--- config.mk ---
export PLATFORM = sky130hd
export DESIGN_NAME = dm_arbiter
export DESIGN_NICKNAME = d
export VERILOG_FILES = /design/src/rtl/dm_arbiter_pkg.sv /design/src/rtl/dm_arb_starve.sv /design/src/rtl/dm_arbiter.sv
export SDC_FILE = /design/constraint.sdc
export NUM_CORES = 1
export LEC_CHECK = 0
export ABC_CLOCK_PERIOD_IN_PS = 1800
export CORE_AREA = 2 2 122 124
export CTS_CLUSTER_DIAMETER = 50
export CTS_CLUSTER_SIZE = 16
export DETAILED_ROUTE_END_ITERATION = 8
export DIE_AREA = 0 0 124 126
export DONT_BUFFER_PORTS = 1
export PLACE_DENSITY_LB_ADDON = 0.12
export RECOVER_POWER = 25
export SYNTH_ARGS = -nofsm -noshare
export SYNTH_HDL_FRONTEND = slang
export SYNTH_SLANG_ARGS = --single-unit
export TNS_END_PERCENT = 20
--- constraint.sdc ---
create_clock -name clk -period 1.8 [get_ports clk]
set_clock_uncertainty 0.1 [all_clocks]
set_input_delay 0.36 -clock clk [delete_from_list [all_inputs] [get_ports clk]]
set_output_delay 0.36 -clock clk [all_outputs]
set_load 0.005 [all_outputs]
--- src/rtl/dm_arbiter_pkg.sv ---
// rtl/dm_arbiter_pkg.sv - ownership encodings and parameter defaults for the data-memory arbiter
package dm_arbiter_pkg;

  typedef enum logic {
    DMARB_OWN_CPU = 1'b0,
    DMARB_OWN_SEC = 1'b1
  } dmarb_state_e;

  localparam int unsigned DMARB_STARVE_LIMIT_DEF = 4;
  localparam int unsigned DMARB_BURST_MAX_DEF    = 4;
  localparam int unsigned DMARB_CNT_W            = 4;

endpackage

--- src/rtl/dm_arb_starve.sv ---
// rtl/dm_arb_starve.sv - saturating count of cycles the secondary has waited behind the CPU
module dm_arb_starve
  import dm_arbiter_pkg::*;
#(
  parameter int unsigned STARVE_LIMIT = DMARB_STARVE_LIMIT_DEF
) (
  input  logic clk,
  input  logic reset,
  input  logic inc,
  input  logic clr,
  output logic at_limit
);

  localparam logic [DMARB_CNT_W-1:0] LIMIT = DMARB_CNT_W'(STARVE_LIMIT);
  localparam logic [DMARB_CNT_W-1:0] ONE   = DMARB_CNT_W'(1);

  logic [DMARB_CNT_W-1:0] starve_q, starve_d;

  always_comb begin
    starve_d = starve_q;
    if (clr) begin
      starve_d = '0;
    end else if (inc && (starve_q != LIMIT)) begin
      starve_d = starve_q + ONE;
    end
  end

  always_ff @(posedge clk or posedge reset) begin
    if (reset) begin
      starve_q <= '0;
    end else begin
      starve_q <= starve_d;
    end
  end

  assign at_limit = (starve_q == LIMIT);

endmodule

--- src/rtl/dm_arbiter.sv ---
// rtl/dm_arbiter.sv - CPU/secondary arbiter for the data-memory port
// Optional starvation-forced secondary grant is built when DM_ARB_STARVE_EN is defined.
module dm_arbiter
  import dm_arbiter_pkg::*;
#(
  parameter int unsigned STARVE_LIMIT = DMARB_STARVE_LIMIT_DEF,
  parameter int unsigned BURST_MAX    = DMARB_BURST_MAX_DEF
) (
  input  logic        clk,
  input  logic        reset,
  input  logic        cpu_req,
  input  logic        cpu_we,
  input  logic [31:0] cpu_addr,
  input  logic [31:0] cpu_wdata,
  input  logic [3:0]  cpu_byteen,
  output logic        cpu_stall,
  output logic [31:0] cpu_rdata,
  input  logic        sec_valid,
  input  logic        sec_lock,
  input  logic        sec_we,
  input  logic [31:0] sec_addr,
  input  logic [31:0] sec_wdata,
  input  logic [3:0]  sec_byteen,
  output logic        sec_ready,
  output logic        sec_rvalid,
  output logic [31:0] sec_rdata,
  output logic [31:0] m_data_addr,
  output logic [31:0] m_data_wdata,
  output logic [3:0]  m_data_byteen,
  input  logic [31:0] m_data_rdata
);

  localparam logic [DMARB_CNT_W-1:0] BMAX = DMARB_CNT_W'(BURST_MAX);
  localparam logic [DMARB_CNT_W-1:0] ONE  = DMARB_CNT_W'(1);

  if (STARVE_LIMIT < 1 || STARVE_LIMIT > 15 || BURST_MAX < 1 || BURST_MAX > 15) begin : g_param_check
    $error("dm_arbiter: STARVE_LIMIT and BURST_MAX must lie in 1..15");
  end

  dmarb_state_e           state_q, state_d;
  logic [DMARB_CNT_W-1:0] beat_q, beat_d;
  logic [DMARB_CNT_W-1:0] beat_inc;
  logic                   sec_rvalid_q, sec_rvalid_d;
  logic [31:0]            sec_rdata_q, sec_rdata_d;
  logic                   grant_sec, grant_cpu;
  logic                   starve_hit;

`ifdef DM_ARB_STARVE_EN
  logic starve_inc, starve_clr;

  assign starve_inc = sec_valid && cpu_req && grant_cpu;
  assign starve_clr = grant_sec || !sec_valid;

  dm_arb_starve #(
    .STARVE_LIMIT(STARVE_LIMIT)
  ) u_starve (
    .clk      (clk),
    .reset    (reset),
    .inc      (starve_inc),
    .clr      (starve_clr),
    .at_limit (starve_hit)
  );
`else
  assign starve_hit = 1'b0;
`endif

  assign beat_inc = beat_q + ONE;

  always_comb begin
    grant_sec = 1'b0;
    grant_cpu = 1'b0;
    state_d   = state_q;
    beat_d    = beat_q;
    case (state_q)
      DMARB_OWN_CPU: begin
        grant_sec = sec_valid && (!cpu_req || starve_hit);
        grant_cpu = cpu_req && !grant_sec;
        // A one-beat burst limit means a locked beat never needs to hold the port.
        if (grant_sec && sec_lock && (BURST_MAX > 1)) begin
          state_d = DMARB_OWN_SEC;
          beat_d  = ONE;
        end
      end
      DMARB_OWN_SEC: begin
        grant_sec = sec_valid;
        if (!sec_valid || !sec_lock || (beat_inc == BMAX)) begin
          state_d = DMARB_OWN_CPU;
          beat_d  = '0;
        end else begin
          beat_d = beat_inc;
        end
      end
      default: begin
        state_d = DMARB_OWN_CPU;
        beat_d  = '0;
      end
    endcase
  end

  always_comb begin
    m_data_addr   = '0;
    m_data_wdata  = '0;
    m_data_byteen = '0;
    if (grant_sec) begin
      m_data_addr  = sec_addr;
      m_data_wdata = sec_wdata;
      if (sec_we) m_data_byteen = sec_byteen;
    end else if (grant_cpu) begin
      m_data_addr  = cpu_addr;
      m_data_wdata = cpu_wdata;
      if (cpu_we) m_data_byteen = cpu_byteen;
    end
    // No write may reach the memory while the arbiter is held in reset.
    if (reset) m_data_byteen = '0;
  end

  always_comb begin
    sec_rvalid_d = grant_sec && !sec_we;
    sec_rdata_d  = sec_rvalid_d ? m_data_rdata : sec_rdata_q;
  end

  always_ff @(posedge clk or posedge reset) begin
    if (reset) begin
      state_q      <= DMARB_OWN_CPU;
      beat_q       <= '0;
      sec_rvalid_q <= 1'b0;
      sec_rdata_q  <= '0;
    end else begin
      state_q      <= state_d;
      beat_q       <= beat_d;
      sec_rvalid_q <= sec_rvalid_d;
      sec_rdata_q  <= sec_rdata_d;
    end
  end

  assign cpu_stall  = cpu_req && !grant_cpu;
  assign cpu_rdata  = m_data_rdata;
  assign sec_ready  = grant_sec;
  assign sec_rvalid = sec_rvalid_q;
  assign sec_rdata  = sec_rdata_q;

endmodule

==> flow_summary.toml, run 1 <==
[pwr]
peakVddDrop_mv = 0.422
p_switching_mw = 0.688
power.leakage_nw = 1.18
internal_power_mw = 1.89
p_clk_share_pct = 34.1
power_density_nw_per_um2 = 920
swShare_pct = 26.7
power_frac_seq_pct = 43.7
pwr-share-comb_pct = 22.2

[logic_synthesis]
synth_ff_type = "dfrtp_1"
yosysWarnings = 0
mappedNetlistArea_um2 = 2630
ys_types = 33
synth.area.top_cells = "dfrtp_1 (36%), a22o_1 (22%), mux2_4 (17%), buf_4 (9.1%), buf_6 (2.1%)"
synth_edf_count = 0
synth_nets = 404
synth_area_per_cell_um2 = 11.6
synth_top_cell_by_area = "dfrtp_1"
syn_inst = 227
synth-seq-area-share_pct = 36.2
yosys.area.top_type_share_pct = 36.2
synth_seq_cells = 38
async_flop_share_pct = 100

[worst_setup_path]
required_ps = 1340
path_cells = "nor2b_4 -> nor2b_4 -> buf_12 -> a22o_1"
reg2reg_depth = 5
cp_slowest_cell = "dfrtp_1"
critPathLaunchType = "flip-flop"
r2r-start = "state_q"
crit_type = "flip-flop to output port"
crit_top_cell = "nor2b_4"
r2r_end = "sec_rdata[11]"
end_kind = "output port"
critPathBufInv = 1
crit_arrival_ps = 1460
cp_max_fo = 64
crit_start = "state_q"
r2r_setup_slack_ps = 140
slowest_delay_ps = 380
cp_top_family = "flip-flops"

[final_layout]
syn_to_final_growth_pct = 6.66
layout.cells.non_filler = 380
fill_cells = 1582
final_layout_size_suffix_gt1_share_pct = 31.6
fin_nets = 372
utilization_pct = 19.6
fin_area_um2 = 2810
n_antenna_cell = 0

[timing]
holdWs_ps = 122
rsz0062_at_grt = "yes"
fin_crit_ps = 1920
fmax_ghz = 0.519
fin_ws_ps = -125
setup_viol = 68
tightest_slew_ps = 988
maxSlewViolCount = 0
finalCritPeriodShare_pct = 107
fin_tns_setup_ps = -6530
finalHoldViolations = 0
slew_headroom_pct = 34.1

[clock_network]
insertion_delay_ps = 280
cts_sinks = 38
ctsHtreeMaxLevel = 2
clock_path_buffers = 2
cts_made_buffers = 5
clk_pin_slew_ps = 60
cts_tree = "built"
holdBufCountCts = 0
clockRootBuffer = "clkbuf_16"

[grt]
overflow = 0
grt_max_degree = 65
grt_antenna_before_repair = 0
grt_pass1_wl_um = 12900
grtUsageTotal_pct = 11.7
grt_pass1_vias = 1817

[placement]
dp_cells = 371
dp_hpwl_um = 8290
port_buffers = 0
globalplace.congestion = 0.802
dpl-instance-area_um2 = 2630

[min_path]
hold_path_depth = 1
hold-path-endpoint = "sec_rdata[6]"
worstHoldPathType = "primary input to flip-flop"
min_from = "m_data_rdata[6]"

[routing]
via_per_inst = 4.81
wl_per_cell_um = 26.5
drcViolationCount = 0
initialDrtViolationCount = 47
dr_total_vias = 1829
routed_wl_um = 10100
dr.pass1.iters = 4
antenna_left = 0

[floorplan]
coreArea_um2 = 14300
die_h_um = 126
die_area_um2 = 15600
die_w_um = 124
row_count = 44
io_pins = 310
initial_core_util_pct = 18.4

[run_status]
violations = "negative setup slack"
status = "finished with violations"

[run]
drv_cap = 0
==> worst max path at each step <==
stage | endpoint | slack (ps) | cells after the start
after CTS | m_data_addr[5] | -150 | 4
after global placement | sec_rdata[11] | 70 | 5
after global routing | m_data_addr[5] | -230 | 4
after floorplan | m_data_addr[0] | 5 | 4
final | m_data_addr[20] | -120 | 4
after detailed placement | sec_rdata[12] | 50 | 5
==> flip-flops by register name, indices dropped and copies added (netlist names) <==
name        count
sec_rdata      32
state_q         1
beat_q          4
sec_rvalid      1
==> cell type report <==
type                            instances  area, µm²  area share, %
Sequential cell                        38        951           33.9
Clock buffer                            7        143           5.08
Tap cell                              184        230           8.21
Inverter                                1       3.75          0.134
Clock inverter                          1       5.00          0.178
Timing Repair Buffer                   12        125           4.46
Multi-Input combinational cell        137       1350           48.0
==> logic make-up after synthesis <==
family                     count (synthesis)  share of synthesized area, %
and+or+nand+nor                           22                          5.28
muxes                                     32                          17.8
adders and majority gates                  2                         0.951
AOI/OAI and AO/OA                         81                          26.2
DFF                                       38                          36.2
buffers and inverters                     52                          13.6
==> power groups by stage <==
stage / logic, mW / clock network (mW) / registers (mW)
floorplan: 0.526 / 0 / 1.11
CTS: 0.582 / 0.919 / 1.13
global placement: 0.570 / 0 / 1.16
finish: 0.572 / 0.880 / 1.13
detailed placement: 0.573 / 0 / 1.15
global route: 0.617 / 0.974 / 1.15
==> layer usage <==
metal	vias up	share of wire, %	track usage (%)
met5	-	0	0
met3	14	15	7.11
li1	769	-	-
met1	881	33	11.0
met2	165	51	20.6
met4	0	1.7	4.03
==> cells in the mapped netlist (all sizes together) (3+ instances only) <==
cell and count:
nor2 4, dfrtp 38, a22o 65, nand2 3, mux2 32, buf 41, a32oi 4, nor2b 6
clkbuf 10
==> timing repair <==
action | CTS | global route
gates resized for setup | 6 | 0
buffers inserted | 1 | 0
pin swaps | 27 | 16
endpoints found under the setup margin | 68 | 68
==> metrics by stage <==
step	power, mW	setup WS [ps]
finish	2.58	-125
global route	2.74	-226
CTS	2.63	-150
detailed placement	1.72	48.3
global placement	1.73	66.1
floorplan	1.64	5.10
==> cells in the final DEF, fill, tap and decap left out, types with 4 or more instances in the layout <==
cell	netlist	final
a22o_1	65	65
dfrtp_1	38	38
mux2_4	29	29
buf_4	32	8
clkbuf_16	0	5
nor2_2	0	4
(Power assumes the default switching activity.)
==> run 2, diff against run 1 <==
Settings changed: GPL_TIMING_DRIVEN set to 0.
==> run 2 against run 1 <==
The flow still finishes with violations (negative setup slack). First-iteration DRC count rose by 19%. Non-clock buffer count up 48. Worst setup slack got worse by 69 ps. Critical path type unchanged. Critical endpoint is now m_data_byteen[2]. Highest routed layer unchanged.
==> flow_summary.toml, run 2 (same netlist as run 1, synthesis figures left out) <==
[worst_setup_path]
cp_slowest_cell = "dfrtp_2"
r2r_end = "sec_rdata[20]"
crit_type = "flip-flop to output port"
cp_top_family = "flip-flops"
crit_end = "m_data_byteen[2]"
required_ps = 1340
cp.depth = 6
cp_max_fo = 6
crit_arrival_ps = 1530
critPathLaunchType = "flip-flop"
r2r_setup_slack_ps = 70
crit_start = "state_q"
r2r-start = "state_q"
slowest_delay_ps = 420
path_cells = "nor2b_4 -> nor2b_4 -> buf_12 -> buf_12 -> a32oi_1 -> nor2_2"
reg2reg_depth = 7
critPathBufInv = 2
end_kind = "output port"

[timing]
finalHoldViolations = 0
tightest_slew_ps = 325
fin_crit_ps = 1990
maxSlewViolCount = 0
fmax_ghz = 0.502
setup_viol = 68
fin_ws_ps = -194
rsz0062_at_grt = "yes"
finalCritPeriodShare_pct = 111
slew_headroom_pct = 78.3

[final_layout]
syn_to_final_growth_pct = 26.0
fill_cells = 1559
final_common_cell = "a22o_1"
seqCellArea_um2 = 952
final_cell_mix = "a22o_1 (63), dfrtp_1 (37), clkbuf_4 (31)"
fin_nets = 420
final_layout_size_suffix_gt1_share_pct = 45.9
multiInputGateArea_um2 = 1360
layout.cells.non_filler = 428
largest_reg_flops = 32
n_antenna_cell = 0

[clock_network]
cts_tree = "built"
ctsHtreeMaxLevel = 2
clock_path_buffers = 2
insertion_delay_ps = 280
clk_pin_slew_ps = 60
cts_made_buffers = 5
cts_sinks = 38
clockRootBuffer = "clkbuf_16"

[grt]
grt_pass1_vias = 1956
grt_max_degree = 33
grt_antenna_before_repair = 0
grt_pass1_wl_um = 13900
overflow = 0
grtUsageTotal_pct = 12.4

[placement]
port_buffers = 0
dp_slack_ps = -596
globalplace.congestion = 0.829
dp_cells = 412
dp_hpwl_um = 8820

[floorplan]
io_pins = 310
coreArea_um2 = 14300
die_w_um = 124
initial_core_util_pct = 18.4
row_count = 44
die_area_um2 = 15600
die_h_um = 126

[pwr]
power_frac_seq_pct = 41.8
p_clk_share_pct = 32.8
swShare_pct = 27.2
pwr-share-comb_pct = 25.4
p_switching_mw = 0.742
total_power_mw = 2.73
peakVddDrop_mv = 0.355
internal_power_mw = 1.99
power.leakage_nw = 1.45
power_density_nw_per_um2 = 824

[routing]
wl_per_cell_um = 24.8
initialDrtViolationCount = 56
antenna_left = 0
dr_total_vias = 1997
routed_wl_um = 10600
dr.pass1.iters = 4
via_per_inst = 4.67
drcViolationCount = 0

[run_status]
violations = "negative setup slack"
status = "finished with violations"

[min_path]
worstHoldPathType = "primary input to flip-flop"
min_from = "m_data_rdata[6]"

[run]
drv_cap = 0
## run 2: changes by cell type in the layout (fill, tap and decap cells not counted), moves of 2 or more
cell      previous run  this run
clkbuf_4             0        31
buf_12               3         8
buf_6                0         5
buf_8                0         3
a22o_1              65        63
a22o_4               0         2
## run 2: repair_timing
item,in CTS,in global routing
setup endpoints to repair,99,99
hold buffers,1,0
setup buffers,3,3
pin swaps,3,13
hold endpoints to repair,6,0
gates resized for setup,43,22
gates cloned,0,2
## run 2: metrics by stage
| step | cell area, µm² | util [%] | hold slack [ps] | setup TNS (ps) |
|---|---|---|---|---|
| after CTS | 3170 | 22.2 | 110 | -11510 |
| after floorplan | 2630 | - | 400 | 0 |
| after global placement | 2860 | 20.0 | 410 | -27400 |
| final | 3310 | 23.1 | 124 | -8450 |
| after global routing | 3310 | 23.1 | 107 | -12520 |
| after detailed placement | 2880 | 20.1 | 57.8 | -24820 |
## run 2: per-layer routing
| layer | GRT usage [%] | share of wire (%) |
|---|---|---|
| met1 | 12.5 | 34 |
| met2 | 21.8 | 51 |
| met3 | 7.11 | 14 |
| met4 | 2.97 | 0.91 |
| met5 | 0 | 0 |
## run 2: layout make-up
type / count / share of cell area, %
multi-input cells: 137 / 41.2
flip-flops and latches: 38 / 28.7
plain buffers: 50 / 14.5
well taps: 184 / 6.95
clock buffers: 6 / 4.19
repair buffers: 10 / 3.97
clock inverters: 2 / 0.378
inverters: 1 / 0.113
## run 2: worst min-delay path by stage
stage | to | cells after the start | slack [ps]
final | sec_rdata[6] | 1 | 120
after global routing | sec_rdata[19] | 1 | 110
after CTS | sec_rdata[14] | 1 | 110
after floorplan | beat_q[3] | 1 | 400
after global placement | sec_rdata[1] | 1 | 410
after detailed placement | sec_rdata[2] | 1 | 60
## run 2: power by group through the flow
| stage | Combinational, mW | Clock, mW | Sequential, mW |
|---|---|---|---|
| detailed placement | 0.618 | 0 | 1.16 |
| global route | 0.746 | 0.978 | 1.16 |
| floorplan | 0.526 | 0 | 1.11 |
| finish | 0.693 | 0.895 | 1.14 |
| global placement | 0.616 | 0 | 1.17 |
| CTS | 0.664 | 0.941 | 1.15 |
==> run 3, diff against run 2 <==
Settings changed: PLACE_DENSITY set to 0.3, PLACE_DENSITY_LB_ADDON 0.12 to not set.
==> run 3 against run 2 <==
The run still ends with negative setup slack left. Combinational power decreased by 5.6%. Die area unchanged. Utilization decreased by 0.45 points. Via count increased by 1.1%. Power increased by 9.0%. Hold slack got worse by 0.96 ps. Count of clock-buffer cells in the layout unchanged. Sequential power about the same. Global-route usage decreased by 0.66 points. Highest routed layer unchanged.
==> flow_summary.toml, run 3 (same netlist as run 1, synthesis figures left out) <==
[timing]
fin_ws_ps = -156
holdWs_ps = 123
setup_viol = 68
tightest_slew_ps = 449
maxSlewViolCount = 0
finalHoldViolations = 0
fin_tns_setup_ps = -7210
fin_crit_ps = 1960
rsz0062_at_grt = "yes"
fmax_ghz = 0.511
slew_headroom_pct = 70.0
finalCritPeriodShare_pct = 109

[final_layout]
syn_to_final_growth_pct = 23.5
fill_cells = 1551
n_antenna_cell = 0
final_common_cell = "a22o_1"
fin_area_um2 = 3250
largest_reg_flops = 32
final_layout_size_suffix_gt1_share_pct = 43.4
final_cell_mix = "a22o_1 (65), dfrtp_1 (37), clkbuf_4 (30)"
fin_nets = 418
utilization_pct = 22.7

[worst_setup_path]
cp_slowest_cell = "dfrtp_2"
cp_max_fo = 8
crit_top_cell = "nor2b_4"
critPathLaunchType = "flip-flop"
required_ps = 1340
crit_arrival_ps = 1500
end_kind = "output port"
path_cells = "nor2b_4 -> nor2b_4 -> buf_8 -> buf_6 -> a22o_1"
slowest_delay_ps = 420
crit_type = "flip-flop to output port"
r2r_setup_slack_ps = 30

[grt]
grt_antenna_before_repair = 0
grt_max_degree = 21
grt_pass1_wl_um = 13200
grt_pass1_vias = 2047
grtUsageTotal_pct = 11.7
overflow = 0

[pwr]
p_clk_share_pct = 39.6
pwr-share-comb_pct = 22.0
power_frac_seq_pct = 38.4
swShare_pct = 24.7
power.leakage_nw = 1.43
p_switching_mw = 0.734
internal_power_mw = 2.24
peakVddDrop_mv = 0.529
power_density_nw_per_um2 = 916

[run_status]
violations = "negative setup slack"
status = "finished with violations"

[placement]
dp_hpwl_um = 8320
port_buffers = 0
dpl-instance-area_um2 = 2880
globalplace.congestion = 0.816
dp_slack_ps = -526

[floorplan]
row_count = 44
die_area_um2 = 15600
die_w_um = 124
io_pins = 310
die_h_um = 126
coreArea_um2 = 14300
initial_core_util_pct = 18.4

[min_path]
worstHoldPathType = "primary input to flip-flop"

[routing]
initialDrtViolationCount = 67
via_per_inst = 4.74
dr_total_vias = 2019
drcViolationCount = 0
wl_per_cell_um = 23.8
dr.pass1.iters = 4
antenna_left = 0
routed_wl_um = 10100

[clock_network]
cts_made_buffers = 5
cts_sinks = 38
insertion_delay_ps = 280
clk_pin_slew_ps = 60
clock_path_buffers = 2
clockRootBuffer = "clkbuf_16"
cts_tree = "built"
ctsHtreeMaxLevel = 2

[run]
drv_cap = 0
run 3: critical path: cells and delay by family (launching register included):
kind / cells / cell delay (ps)
compound gates: 1 / 210
buf+inv: 2 / 270
flops: 1 / 420
simple gates: 2 / 300
run 3: repair_timing:
| action | 4_1_cts | 5_1_grt |
|---|---|---|
| cloned | 1 | 0 |
| hold buffers | 1 | 0 |
| resized for setup | 42 | 7 |
| pin swaps | 2 | 4 |
| endpoints found under the hold margin | 18 | 0 |
| setup endpoints to repair | 99 | 102 |
| buffers inserted | 5 | 0 |
run 3: per-stage QoR:
stage               instances  power (mW)
finish                    426        2.97
global route              426        3.14
CTS                       426        3.04
detailed placement        412        1.77
global placement          411        1.78
floorplan                 227        1.64
run 3: final cells by class:
type,count,area [µm²],share of cell area [%]
multi-input combinational,137,1350,41.4
timing repair buffer,8,82.6,2.54
clock inverter,2,60.1,1.85
inverter,1,3.75,0.116
clock buffer,6,139,4.27
tap,184,230,7.09
sequential,38,952,29.3
buffer,50,435,13.4
run 3: final timing paths:
check / cells after the start / endpoint / startpoint
max in group asynchronous: 3 / sec_rdata[12] / reset
worst min-delay path: 1 / sec_rdata[16] / m_data_rdata[16]
worst max-delay path: 5 / m_data_addr[18] / state_q
min in group asynchronous: 2 / sec_rdata[22] / reset
worst min register to register: 1 / sec_rdata[2] / sec_rdata[2]
worst max register to register: 6 / sec_rdata[1] / state_q
run 3: power groups by stage:
stage | registers [mW] | clock network (mW) | logic [mW]
floorplan | 1.11 | 0 | 0.526
global placement | 1.17 | 0 | 0.611
detailed placement | 1.16 | 0 | 0.612
CTS | 1.15 | 1.23 | 0.666
global route | 1.17 | 1.26 | 0.713
finish | 1.14 | 1.18 | 0.654
run 3: per-layer routing:
metal	vias up	GRT usage [%]	share of wire, %
met2	180	21.0	51
li1	862	-	-
met3	10	4.48	12
met1	967	12.5	35
met4	0	3.57	1.5
met5	-	0	0
